`src/rtl/alu_pkg.sv`:
```
// Shared definitions for the ALU issue stage: opcodes, instruction
// field positions, FSM states and the immediate sign-extension helper.
package alu_pkg;

    localparam int DATA_W   = 32;
    localparam int NUM_REGS = 8;

    localparam logic [2:0] OP_ADD = 3'b000;
    localparam logic [2:0] OP_SUB = 3'b001;
    localparam logic [2:0] OP_NOT = 3'b010;
    localparam logic [2:0] OP_SHL = 3'b011;
    localparam logic [2:0] OP_SHR = 3'b100;
    localparam logic [2:0] OP_AND = 3'b101;
    localparam logic [2:0] OP_OR  = 3'b110;
    localparam logic [2:0] OP_ONE = 3'b111;

    localparam int OP_LSB  = 29;
    localparam int RD_LSB  = 26;
    localparam int RS1_LSB = 23;
    localparam int RS2_LSB = 20;
    localparam int IMM_BIT = 19;
    localparam int IMM_LSB = 0;

    typedef enum logic [1:0] {
        IDLE = 2'b00,
        EXEC = 2'b01,
        WB   = 2'b10
    } state_t;

    function automatic logic [DATA_W-1:0] sext16(input logic [15:0] v);
        return {{(DATA_W-16){v[15]}}, v};
    endfunction

endpackage

```
`src/rtl/alu_issue_unit_reg_file.sv`:
```
// 8x32 register file: two combinational read ports, one synchronous
// write port, R0 hardwired to zero, asynchronous active-low clear.
module reg_file
    import alu_pkg::*;
(
    input  logic              clk,
    input  logic              rst_n,
    input  logic [2:0]        ra_addr,
    output logic [DATA_W-1:0] ra_data,
    input  logic [2:0]        rb_addr,
    output logic [DATA_W-1:0] rb_data,
    input  logic              we,
    input  logic [2:0]        wa,
    input  logic [DATA_W-1:0] wd
);

    logic [DATA_W-1:0] regs [NUM_REGS];

    always_ff @(posedge clk or negedge rst_n) begin
        if (!rst_n) begin
            for (int i = 0; i < NUM_REGS; i++) begin
                regs[i] <= '0;
            end
        end else if (we && wa != 3'd0) begin
            regs[wa] <= wd;
        end
    end

    assign ra_data = (ra_addr == 3'd0) ? '0 : regs[ra_addr];
    assign rb_data = (rb_addr == 3'd0) ? '0 : regs[rb_addr];

endmodule

```
`src/rtl/alu_issue_unit.sv`:
```
// Issue stage for the 32-bit ALU: serialises instructions through
// IDLE -> EXEC -> WB, registering operands and writing results back.
module alu_issue_unit
    import alu_pkg::*;
(
    input  logic        clk,
    input  logic        rst_n,
    input  logic        in_valid,
    input  logic [31:0] in_instr,
    output logic        in_ready,
    output logic [31:0] operand_1,
    output logic [31:0] operand_2,
    output logic [2:0]  alu_control,
    input  logic [31:0] alu_result,
    output logic        out_valid,
    output logic [31:0] out_data,
    output logic [2:0]  out_rd,
    input  logic        out_ready,
    output logic [15:0] retired_count
);

    state_t state_q, state_d;

    logic [2:0]  op_f, rd_f, rs1_f, rs2_f;
    logic        use_imm_f;
    logic [15:0] imm_f;
    logic [2:0]  unused_reserved;

    logic [31:0] rf_a, rf_b, src2, op2_d;
    logic [31:0] op1_q, op2_q, result_q;
    logic [2:0]  ctl_q, rd_q;
    logic [15:0] count_q;
    logic        accept, retire;

    assign op_f      = in_instr[OP_LSB +: 3];
    assign rd_f      = in_instr[RD_LSB +: 3];
    assign rs1_f     = in_instr[RS1_LSB +: 3];
    assign rs2_f     = in_instr[RS2_LSB +: 3];
    assign use_imm_f = in_instr[IMM_BIT];
    assign imm_f     = in_instr[IMM_LSB +: 16];
    assign unused_reserved = in_instr[18:16];

    reg_file u_rf (
        .clk     (clk),
        .rst_n   (rst_n),
        .ra_addr (rs1_f),
        .ra_data (rf_a),
        .rb_addr (rs2_f),
        .rb_data (rf_b),
        .we      (retire),
        .wa      (rd_q),
        .wd      (result_q)
    );

    always_ff @(posedge clk or negedge rst_n) begin
        if (!rst_n) state_q <= IDLE;
        else        state_q <= state_d;
    end

    always_comb begin
        state_d   = state_q;
        in_ready  = 1'b0;
        out_valid = 1'b0;
        unique case (state_q)
            IDLE: begin
                in_ready = 1'b1;
                if (in_valid) state_d = EXEC;
            end
            EXEC: state_d = WB;
            WB: begin
                out_valid = 1'b1;
                if (out_ready) state_d = IDLE;
            end
            default: state_d = IDLE;
        endcase
    end

    assign accept = in_valid & in_ready;
    assign retire = out_valid & out_ready;

    // Shifts only honour the low five bits of the shift amount.
    always_comb begin
        src2  = use_imm_f ? sext16(imm_f) : rf_b;
        op2_d = src2;
        unique case (1'b1)
            (op_f == OP_SHL),
            (op_f == OP_SHR): op2_d = {27'b0, src2[4:0]};
            default:          op2_d = src2;
        endcase
    end

    always_ff @(posedge clk or negedge rst_n) begin
        if (!rst_n) begin
            op1_q    <= '0;
            op2_q    <= '0;
            ctl_q    <= OP_ADD;
            rd_q     <= '0;
            result_q <= '0;
            count_q  <= '0;
        end else begin
            if (accept) begin
                op1_q <= rf_a;
                op2_q <= op2_d;
                ctl_q <= op_f;
                rd_q  <= rd_f;
            end
            if (state_q == EXEC) result_q <= alu_result;
            if (retire)          count_q  <= count_q + 16'd1;
        end
    end

    assign operand_1     = op1_q;
    assign operand_2     = op2_q;
    assign alu_control   = ctl_q;
    assign out_data      = result_q;
    assign out_rd        = rd_q;
    assign retired_count = count_q;

endmodule

```
`config.mk`:
```
export PLATFORM = sky130hd
export DESIGN_NAME = alu_issue_unit
export DESIGN_NICKNAME = d
export VERILOG_FILES = /design/src/rtl/alu_pkg.sv /design/src/rtl/alu_issue_unit_reg_file.sv /design/src/rtl/alu_issue_unit.sv
export SDC_FILE = /design/constraint.sdc
export NUM_CORES = 1
export LEC_CHECK = 0
export CAP_MARGIN = 40
export CORE_MARGIN = 2
export CORE_UTILIZATION = 61
export CTS_CLUSTER_DIAMETER = 30
export DETAILED_ROUTE_END_ITERATION = 10
export PLACE_DENSITY = 0.84
export SLEW_MARGIN = 25
export SYNTH_ARGS = -nofsm -noshare
export SYNTH_HDL_FRONTEND = slang
export SYNTH_SLANG_ARGS = --single-unit
```
`constraint.sdc`:
```
create_clock -name clk -period 3.3 [get_ports clk]
set_input_delay 0.33 -clock clk [delete_from_list [all_inputs] [get_ports clk]]
set_output_delay 0.33 -clock clk [all_outputs]
set_load 0.005 [all_outputs]
```
# [After elaboration in Yosys (flattened, before gate mapping)]
# Cells that the tools add are included.
[op_classes] magnitude_cmp=4 addsub=1 n_bitwise=5 n_mux=18 reduce_logical=8 eq_ne=6
[ops] op="32-bit two-way mux" count=9
[ops] op="256-bit bitwise mux" count=1
[ops] op="32-bit binary-select mux with 3-bit select" count=2
[ops] op="32-bit demux with 3-bit select" count=1
[ops] op="16-bit by 1-bit adder with 16-bit output (second input constant)" count=1
[ops] op="4-bit >= comparator (second input constant)" count=3
[ops] op="3-bit inverter with 4-bit output" count=3
[ops] op="3-bit zero test" count=2
[ops] op="2-bit one-hot mux with 3 select lines" count=1
[ops] op="4-bit by 1-bit < comparator with 1-bit output (second input constant)" count=1
[ops] op="2-bit two-way mux" count=2
[ops] op="2-bit != test (second input constant)" count=2
[ops] op="3-bit by 2-bit == test with 1-bit output (second input constant)" count=1
[ops] op="3-bit == test (second input constant)" count=1
[ops] op="3-bit nonzero test" count=1
[ops] op="1-bit AND" count=2
[ops] op="2-bit by 1-bit == test with 1-bit output (second input constant)" count=1
[ops] op="2-bit == test (second input constant)" count=1
[ops] op="1-bit logical AND" count=2
[ops] op="2-bit zero test" count=1
[ops] op="1-bit two-way mux" count=2
[ops] op="2-bit AND reduction" count=1
[ops] op="2-bit OR reduction" count=1
[totals] ff_bits=376 output_inout_bits=120 in_bits=68 word_cells=57

# [Depth between registers and ports, before layout]
# Gate-level depths: netlist of the first run.
[depth] depth_word=7 mapped_depth=8 ltp_nobuf=5

# [By module]
# From an unflattened synthesis of the first run, not the netlist that was laid out.
[unflattened] hier_cells=1318 hier_area_um2=16819.9
[by_module_without_submodules] mod="reg_file" cells_per_inst=874 instances=1 area_per_inst_um2=12046.6
[by_module_without_submodules] mod="alu_issue_unit" cells_per_inst=444 instances=1 area_per_inst_um2=4773.3

# [Worst setup path after synthesis of the first run]
# OpenSTA, ideal clock, no wires.
[synth_path] path_type="register -> register" from="register state_q[0]" to="register u_rf.regs[161] in the netlist's numbering" arrival_time_ns=1.694 path_stages_with_launch=6 setup_slack_ns=1.481 synth_period_minus_slack_ns=1.819 cell_sequence="dfrtp_1 nand3b_4 or4b_1 buf_2 buf_6 mux2_4"
[synth_between] elab_chain_cells=4
[synth_lines] item="from (decl)" line_no="alu_issue_unit.sv:22" text="state_t state_q, state_d;"
[synth_lines] item="from (signal assigned)" line_no="alu_issue_unit.sv:57" text="else state_q <= state_d;"
[synth_lines] item="2-bit == test" line_no="alu_issue_unit.sv:64" text="unique case (state_q)"
[synth_lines] item="1-bit two-way mux" line_no="alu_issue_unit.sv:64"
[synth_lines] item="1-bit AND" line_no="alu_issue_unit.sv:79" text="assign retire = out_valid & out_ready;"
[synth_lines] item="1-bit logical AND" line_no="alu_issue_unit_reg_file.sv:24" text="end else if (we && wa != 3'd0) begin"
[synth_lines] item="to (signal, indexed assignment)" line_no="alu_issue_unit_reg_file.sv:25" text="regs[wa] <= wd;"
[synth_lines] item="to (decl)" line_no="alu_issue_unit_reg_file.sv:17" text="logic [DATA_W-1:0] regs [NUM_REGS];"
# Every way passes these cells.
# A chain may end at the register's enable or synchronous reset.

# [Final worst setup path of the first run]
[layout_path] from="register state_q[1]" to="register op2_q[6] (netlist: operand_2[6])"
[layout_between] elab_chain_cells=3
[layout_lines] item="2-bit zero test" line_no="alu_issue_unit.sv:64"
[layout_lines] item="1-bit two-way mux" line_no="alu_issue_unit.sv:64"
[layout_lines] item="1-bit AND" line_no="alu_issue_unit.sv:78" text="assign accept = in_valid & in_ready;"
[layout_lines] item="to (signal assigned)" line_no="alu_issue_unit.sv:103" text="op2_q <= op2_d;"
[layout_lines] item="to (decl)" line_no="alu_issue_unit.sv:30" text="logic [31:0] op1_q, op2_q, result_q;"
# Every way passes these cells.

==> qor.tcl, run 1 <==
set qor(buffer_ports.inserted) 184
set qor(final_report_max_slew_violation_count) 0
set qor(core_area_um2) 27000
set qor(grt_overflow_total) 0
set qor(total_switching_power_mw) 6.44
set qor(cts_made_buffers) 70
set qor(worst-path-max-fanout) 16
set qor(synth_edf_count) 0
set qor(timing.critical_path.required_ps) 3800
set qor(pin_count_of_the_biggest_net_entering_global_routing) 101
set qor(clkLatencyLatePin_ps) 570
set qor(p_int_mw) 14.5
set qor(clock.fmax_mhz) 415
set qor(vias_in_the_first_global_route) 13586
set qor(fp.dieArea_um2) 28800
set qor(run_status) {finished clean}
set qor(drt_iter0_markers) 1163
set qor(hp-class) {in2reg}
set qor(slew_headroom_pct) 43.8
set qor(via_count) 12578
set qor(die_width_um) 170
set qor(placement_rows) 60
set qor(post_synth_inst_count) 1260
set qor(finalClockSkew_ps) 16.7
set qor(synth_top_flop_cell) {sky130_fd_sc_hd__dfrtp_1}
set qor(sequential_cell_fraction_of_total_power_pct) 37.5
set qor(synth.yosys.warnings) 0
set qor(synth_area_per_cell_um2) 13.3
set qor(share_of_layout_cells_above_drive_strength_1_pct) 34.5
set qor(vdd_ir_drop_max_uv) 748
set qor(yosysSeqAreaShare_pct) 51.5
set qor(share_of_power_burned_in_combinational_logic_pct) 26.7
set qor(power_frac_clock_pct) 35.8
set qor(tightestPinTransition_ps) 843
set qor(design.portCount) 188
set qor(timing.critical_path.to_type) {flip-flop}
set qor(count_of_final_hold_check_violations) 0
set qor(wl_mm) 49.5
set qor(h_tree_depth) 3
set qor(ys_types) 49
set qor(gr-usage-all-layers_pct) 35.1
set qor(setup-tns-final_ps) 0
set qor(period_needed_ps) 2410
set qor(rsz0062_at_grt) {no}
set qor(p_per_area_nw_per_um2) 973
set qor(critical_path_class) {reg2reg}
set qor(net_total_in_the_final_layout) 1540
set qor(postCtsResizedCells) 0
set qor(cts.hold.buffers_added) 1
set qor(crit_path_start_kind) {flip-flop}
set qor(drtPass1Iterations) 7
set qor(drc) 0
set qor(worstPathArrival_ps) 2910
set qor(fin_crit_sh_pct) 73.0
set qor(post-cts-setup-buffers) 0
set qor(area_growth_pct) 28.8
set qor(max_buffers_root_to_sink) 3
set qor(leakage_nw) 9.88
set qor(post-dp-hpwl_mm) 27.2
set qor(drt-wirelength-per-cell_um) 26.5
set qor(grt_antenna_before_repair) 1
set qor(initial_utilization_pct) 62.1
set qor(critPathSlowestCell) {sky130_fd_sc_hd__nor4_4}
set qor(setup-violations-final) 0
set qor(clock_slew_seen_by_the_registers_of_the_worst_setup_and_hold_paths_ps) 50
set qor(routability_congestion) 0.808
set qor(switching_share_pct) 30.7
set qor(post_drt_via_cell_ratio) 6.74
set qor(synth.ff_latch_count) 344
set qor(proportion_of_register_bits_with_asynchronous_set_or_reset_after_synthesis_pct) 100
set qor(worstPathCellList) {or3b_4 > buf_4 > nor4_4 > a22oi_1 > nand2_1}
set qor(synth_area_um2) 16700
set qor(clock_sinks) 344
set qor(max-cap-violations) 0
set qor(route.antenna.remaining_nets) 0
set qor(grt_first_pass_wirelength_mm) 77.5
set qor(tritoncts) {done}
set qor(ctsRootBufferMaster) {sky130_fd_sc_hd__clkbuf_16}
set qor(critical_path.max_stage_delay_ps) 720
set qor(finalCoreUtilization_pct) 80.0
set qor(die_h_um) 170
set qor(syn_nets) 1329
-- worst max-delay path, delay by kind of cell, from the launching register on --
family / cells / cell delay, ps
buffers and inverters: 1 / 260
DFF: 1 / 440
AOI/OAI and AO/OA: 1 / 200
and+or+nand+nor: 3 / 1430
-- cell families after synthesis --
| family | count (synthesis) | share of synthesized area [%] |
|---|---|---|
| flops | 344 | 51.5 |
| fa+ha+maj | 1 | 0.0748 |
| mux | 404 | 30.4 |
| simple gates | 210 | 6.19 |
| buf+inv | 99 | 2.83 |
| xor+xnor | 15 | 0.785 |
| compound gates | 187 | 8.28 |
-- cells in the mapped netlist, types with 3 or more instances --
library cell	n	area share, %
sky130_fd_sc_hd__a2111oi_0	5	0.26
sky130_fd_sc_hd__a211oi_1	14	0.63
sky130_fd_sc_hd__a221o_1	12	0.72
sky130_fd_sc_hd__a221oi_1	30	1.6
sky130_fd_sc_hd__a22o_1	14	0.73
sky130_fd_sc_hd__a22oi_1	19	0.85
sky130_fd_sc_hd__and3_1	3	0.11
sky130_fd_sc_hd__buf_1	3	0.067
sky130_fd_sc_hd__buf_2	37	1.1
sky130_fd_sc_hd__buf_4	3	0.13
sky130_fd_sc_hd__buf_6	6	0.40
sky130_fd_sc_hd__clkbuf_1	46	1.0
sky130_fd_sc_hd__dfrtp_1	344	51
sky130_fd_sc_hd__mux2_2	239	16
sky130_fd_sc_hd__mux2_4	60	5.4
sky130_fd_sc_hd__mux2i_1	70	4.2
sky130_fd_sc_hd__mux4_2	35	4.7
sky130_fd_sc_hd__nand2_1	113	2.5
sky130_fd_sc_hd__nand2b_1	5	0.19
sky130_fd_sc_hd__nand3_1	15	0.45
sky130_fd_sc_hd__nor2_1	16	0.36
sky130_fd_sc_hd__nor2b_1	35	1.3
sky130_fd_sc_hd__nor3_1	5	0.15
sky130_fd_sc_hd__o21ai_0	34	1.0
sky130_fd_sc_hd__o22ai_1	18	0.67
sky130_fd_sc_hd__o31ai_1	35	1.6
sky130_fd_sc_hd__xnor2_1	10	0.52
sky130_fd_sc_hd__xor2_1	5	0.26
-- sequential cells by signal, summed over array words and instances (netlist names) --
| register | count |
|---|---|
| operand_2 | 32 |
| u_rf.regs | 224 |
| operand_1 | 32 |
| state_q | 2 |
| retired_count | 16 |
| alu_control | 3 |
| out_rd | 3 |
| out_data | 32 |
-- power by group through the flow --
stage	Clock [mW]	Combinational (mW)	Sequential, mW
final	7.50	5.60	7.87
after global routing	7.75	6.02	8.04
after CTS	7.54	5.61	7.79
after detailed placement	0	5.43	7.69
after global placement	0	5.22	7.57
after floorplan	0	3.32	7.18
-- final timing paths --
kind	depth (start not counted)	to	slack, ps	start
max	5	operand_2[6]	890	state_q[1]
min	3	out_rd[2]	310	in_instr[28]
max reg2reg	5	operand_2[6]	890	state_q[1]
min reg2reg	2	operand_1[14]	470	operand_1[14]
max in group asynchronous	3	out_data[13]	1980	rst_n
min in group asynchronous	2	operand_1[27]	390	rst_n
-- final cells by class --
class | count | area, µm²
Antenna cell | 1 | 2.50
Clock buffer | 82 | 1870
Clock inverter | 43 | 638
Fill cell | 1383 | 5400
Inverter | 4 | 15.0
Multi-Input combinational cell | 817 | 7690
Sequential cell | 344 | 8610
Tap cell | 341 | 427
Timing Repair Buffer | 234 | 2300
-- routing by layer --
metal  track usage (%)  share of wire, %
met5                 0                 0
met4              16.6               4.2
met3              8.70               9.4
met2              57.6                49
met1              43.9                37
-- cell usage in the layout, fill, tap and decap left out, drive strengths merged, types with 18 or more instances in the layout --
| master | n |
|---|---|
| a221oi | 30 |
| a22oi | 19 |
| buf | 56 |
| clkbuf | 82 |
| clkdlybuf4s50 | 177 |
| clkinv | 18 |
| dfrtp | 344 |
| mux2 | 299 |
| mux2i | 70 |
| mux4 | 35 |
| nand2 | 114 |
| nor2b | 35 |
| o21ai | 34 |
| o22ai | 18 |
| o31ai | 35 |
-- per-stage QoR --
stage	instance area [µm²]	hold slack [ps]	std cells	setup WS [ps]	total power, mW
2_1_floorplan	16700	34.4	1260	1480	10.5
3_3_place_gp	19000	434	1737	568	12.8
3_5_place_dp	19000	434	1738	512	13.1
4_1_cts	21500	307	1864	923	20.9
5_1_grt	21500	347	1865	843	21.8
6_report	21500	314	1866	890	21.0
No activity file was read; power rests on OpenSTA's default activity.
==> run 2, diff against run 1 <==
CORE_UTILIZATION = 51   (was 61)
PLACE_DENSITY = 0.74   (was 0.84)
clock period = 2 ns   (was 3.3 ns; I/O delays follow)
==> run 2 against run 1 <==
Worst setup slack lost 920 ps. Routed wire length shrank 3.2%. Sequential share of layout area shrank 2.2 points. The flow now finishes with violations (negative setup slack). Largest cell class unchanged. Cell count grew 8.9%. Worst hold slack lost 150 ps.
==> qor.tcl, run 2 (synthesis results as in run 1) <==
set qor(run_status) {finished with violations}
set qor(failed_checks) {negative setup slack}
set qor(place_inst) 1883
set qor(fin_crit_sh_pct) 102
set qor(holdWs_ps) 162
set qor(tritoncts) {done}
set qor(crit_path_start_kind) {flip-flop}
set qor(net_total_in_the_final_layout) 1600
set qor(layout.cells.most_common) {sky130_fd_sc_hd__dfrtp_1}
set qor(setup-violations-final) 12
set qor(vias_in_the_first_global_route) 13047
set qor(pin_count_of_the_biggest_net_entering_global_routing) 70
set qor(leading_cell_types_in_the_layout_fill_and_taps_excluded) {sky130_fd_sc_hd__dfrtp_1 (344), sky130_fd_sc_hd__mux2_2 (206), sky130_fd_sc_hd__clkdlybuf4s50_1 (175)}
set qor(clkLatencyLatePin_ps) 580
set qor(worst_r2r_path_depth) 8
set qor(route.antenna.remaining_nets) 0
set qor(critical_path_class) {reg2reg}
set qor(gr-usage-all-layers_pct) 28.1
set qor(rrSetupSlack_ps) -30
set qor(placement_rows) 66
set qor(largest_reg_flops) 224
set qor(critPathSlowestCell) {sky130_fd_sc_hd__dfrtp_1}
set qor(clock.fmax_mhz) 492
set qor(timing.rr.end) {u_rf.regs[93]}
set qor(top_register) {u_rf.regs}
set qor(p_int_mw) 25.6
set qor(drtPass1Iterations) 5
set qor(max_buffers_root_to_sink) 3
set qor(drc) 0
set qor(switching_share_pct) 29.0
set qor(timing.hold.worst_endpoint) {out_rd[1]}
set qor(max-cap-violations) 0
set qor(final_report_max_slew_violation_count) 0
set qor(n_fill_cell) 2173
set qor(fp.dieArea_um2) 34300
set qor(hp-class) {in2reg}
set qor(share_of_power_burned_in_combinational_logic_pct) 27.0
set qor(ctsRootBufferMaster) {sky130_fd_sc_hd__clkbuf_16}
set qor(drt-wirelength-per-cell_um) 23.6
set qor(post_drt_via_cell_ratio) 6.03
set qor(initial_utilization_pct) 51.5
set qor(slew_headroom_pct) 60.3
set qor(min_delay_path_depth) 3
set qor(core_area_um2) 32500
set qor(tightestPinTransition_ps) 581
set qor(critPathMostFrequentCell) {sky130_fd_sc_hd__buf_6}
set qor(buffer_ports.inserted) 184
set qor(timing.critical_path.to_type) {flip-flop}
set qor(count_of_final_hold_check_violations) 0
set qor(finalClockSkew_ps) 25.8
set qor(area_growth_pct) 36.2
set qor(hold_path_startpoint) {in_instr[27]}
set qor(p_per_area_nw_per_um2) 1580
set qor(die_width_um) 185
set qor(grt_first_pass_wirelength_mm) 73.2
set qor(grt_overflow_total) 0
set qor(final_design_area_no_fill_um2) 22800
set qor(antenna_cells) 0
set qor(worstPathCellList) {buf_6 > and3b_2 > nand2_2 > buf_6 > nor3b_4 > buf_6 > clkbuf_16 > mux2_4}
set qor(vdd_ir_drop_max_uv) 1300
set qor(wl_mm) 48.0
set qor(timing.critical_path.required_ps) 2440
set qor(critical_path.max_stage_delay_ps) 380
set qor(period_needed_ps) 2030
set qor(worstReg2RegStart) {state_q[0]}
set qor(share_of_layout_cells_above_drive_strength_1_pct) 37.1
set qor(place_area_um2) 19700
set qor(leakage_nw) 10.5
set qor(rsz0062_at_grt) {yes}
set qor(worstPathArrival_ps) 2470
set qor(post-dp-hpwl_mm) 29.2
set qor(total_switching_power_mw) 10.4
set qor(layout_setup_ws_ps) -32.6
set qor(design.portCount) 188
set qor(drt_iter0_markers) 839
set qor(via_count) 12252
set qor(grt_antenna_before_repair) 1
set qor(cts_made_buffers) 76
set qor(clock_sinks) 344
set qor(die_h_um) 185
set qor(sequential_cell_fraction_of_total_power_pct) 35.5
set qor(finish.cell_count_without_fillers) 2033
set qor(clock_slew_seen_by_the_registers_of_the_worst_setup_and_hold_paths_ps) 40
set qor(routability_congestion) 0.816
set qor(worst-path-max-fanout) 6
set qor(h_tree_depth) 3
set qor(power_frac_clock_pct) 37.5
[run 2: cell count changes in the layout (fill, tap and decap cells not counted), moves of 2 or more]
| cell | change |
|---|---|
| sky130_fd_sc_hd__clkinvlp_4 | -3 |
| sky130_fd_sc_hd__clkbuf_8 | +2 |
| sky130_fd_sc_hd__bufinv_16 | +3 |
| sky130_fd_sc_hd__clkdlybuf4s50_1 | -2 |
| sky130_fd_sc_hd__buf_6 | +7 |
| sky130_fd_sc_hd__clkbuf_16 | +11 |
| sky130_fd_sc_hd__clkinv_8 | -2 |
| sky130_fd_sc_hd__mux2_4 | +33 |
| sky130_fd_sc_hd__clkbuf_1 | +4 |
| sky130_fd_sc_hd__buf_4 | +27 |
| sky130_fd_sc_hd__mux2_2 | -33 |
| sky130_fd_sc_hd__buf_12 | +17 |
[run 2: critical path, delay by kind of cell (launching register included)]
kind | cells | cell delay, ps
flops | 1 | 380
mux | 1 | 310
simple gates | 3 | 590
buf+inv | 4 | 610
[run 2: through the flow]
stage               total power [mW]  setup slack (ps)  util, %  TNS, ps
floorplan                       17.3               181        -        0
global placement                21.6              -195     60.6   -19320
detailed placement              22.0              -246     60.6   -27380
CTS                             35.8              4.25     69.3        0
global route                    37.6             -87.2     70.2    -1740
finish                          36.0             -32.6     70.2     -192
[run 2: repair_timing]
item	CTS	global route
pin swaps	0	3
hold buffers	1	0
endpoints found under the hold margin	109	0
gates cloned	0	4
endpoints found under the setup margin	2	89
buffers inserted	2	5
resized for setup	3	44
[run 2: layer usage]
layer | vias up | routed length, µm | global-route usage [%]
li1 | 5250 | - | -
met2 | 490 | 23100 | 45.4
met3 | 135 | 2970 | 5.76
met5 | - | 13 | 0
met1 | 6375 | 20200 | 36.6
met4 | 2 | 1680 | 12.8
[run 2: power by group through the flow]
stage	Clock, mW	Sequential (mW)	Combinational (mW)
after floorplan	0	11.8	5.49
after global placement	0	12.5	9.08
after detailed placement	0	12.6	9.35
after CTS	13.6	12.6	9.53
after global routing	14.0	13.1	10.5
final	13.5	12.8	9.71
[run 2: area by class of cell]
| class | instances | area, µm² | share of cell area [%] |
|---|---|---|---|
| sequential | 344 | 8610 | 37.8 |
| multi-input combinational | 817 | 7820 | 34.3 |
| timing repair buffer | 288 | 3000 | 13.2 |
| clock buffer | 96 | 2110 | 9.26 |
| tap | 442 | 553 | 2.43 |
| clock inverter | 42 | 682 | 2.99 |
| inverter | 4 | 15.0 | 0.0659 |
[run 2: worst max path at each step]
stage	slack (ps)	start	endpoint
floorplan	180	state_q[0]	u_rf.regs[161]
global placement	-190	out_ready	u_rf.regs[189]
detailed placement	-250	out_ready	u_rf.regs[182]
CTS	4	state_q[0]	u_rf.regs[37]
global route	-90	state_q[0]	u_rf.regs[85]
finish	-30	state_q[0]	u_rf.regs[93]
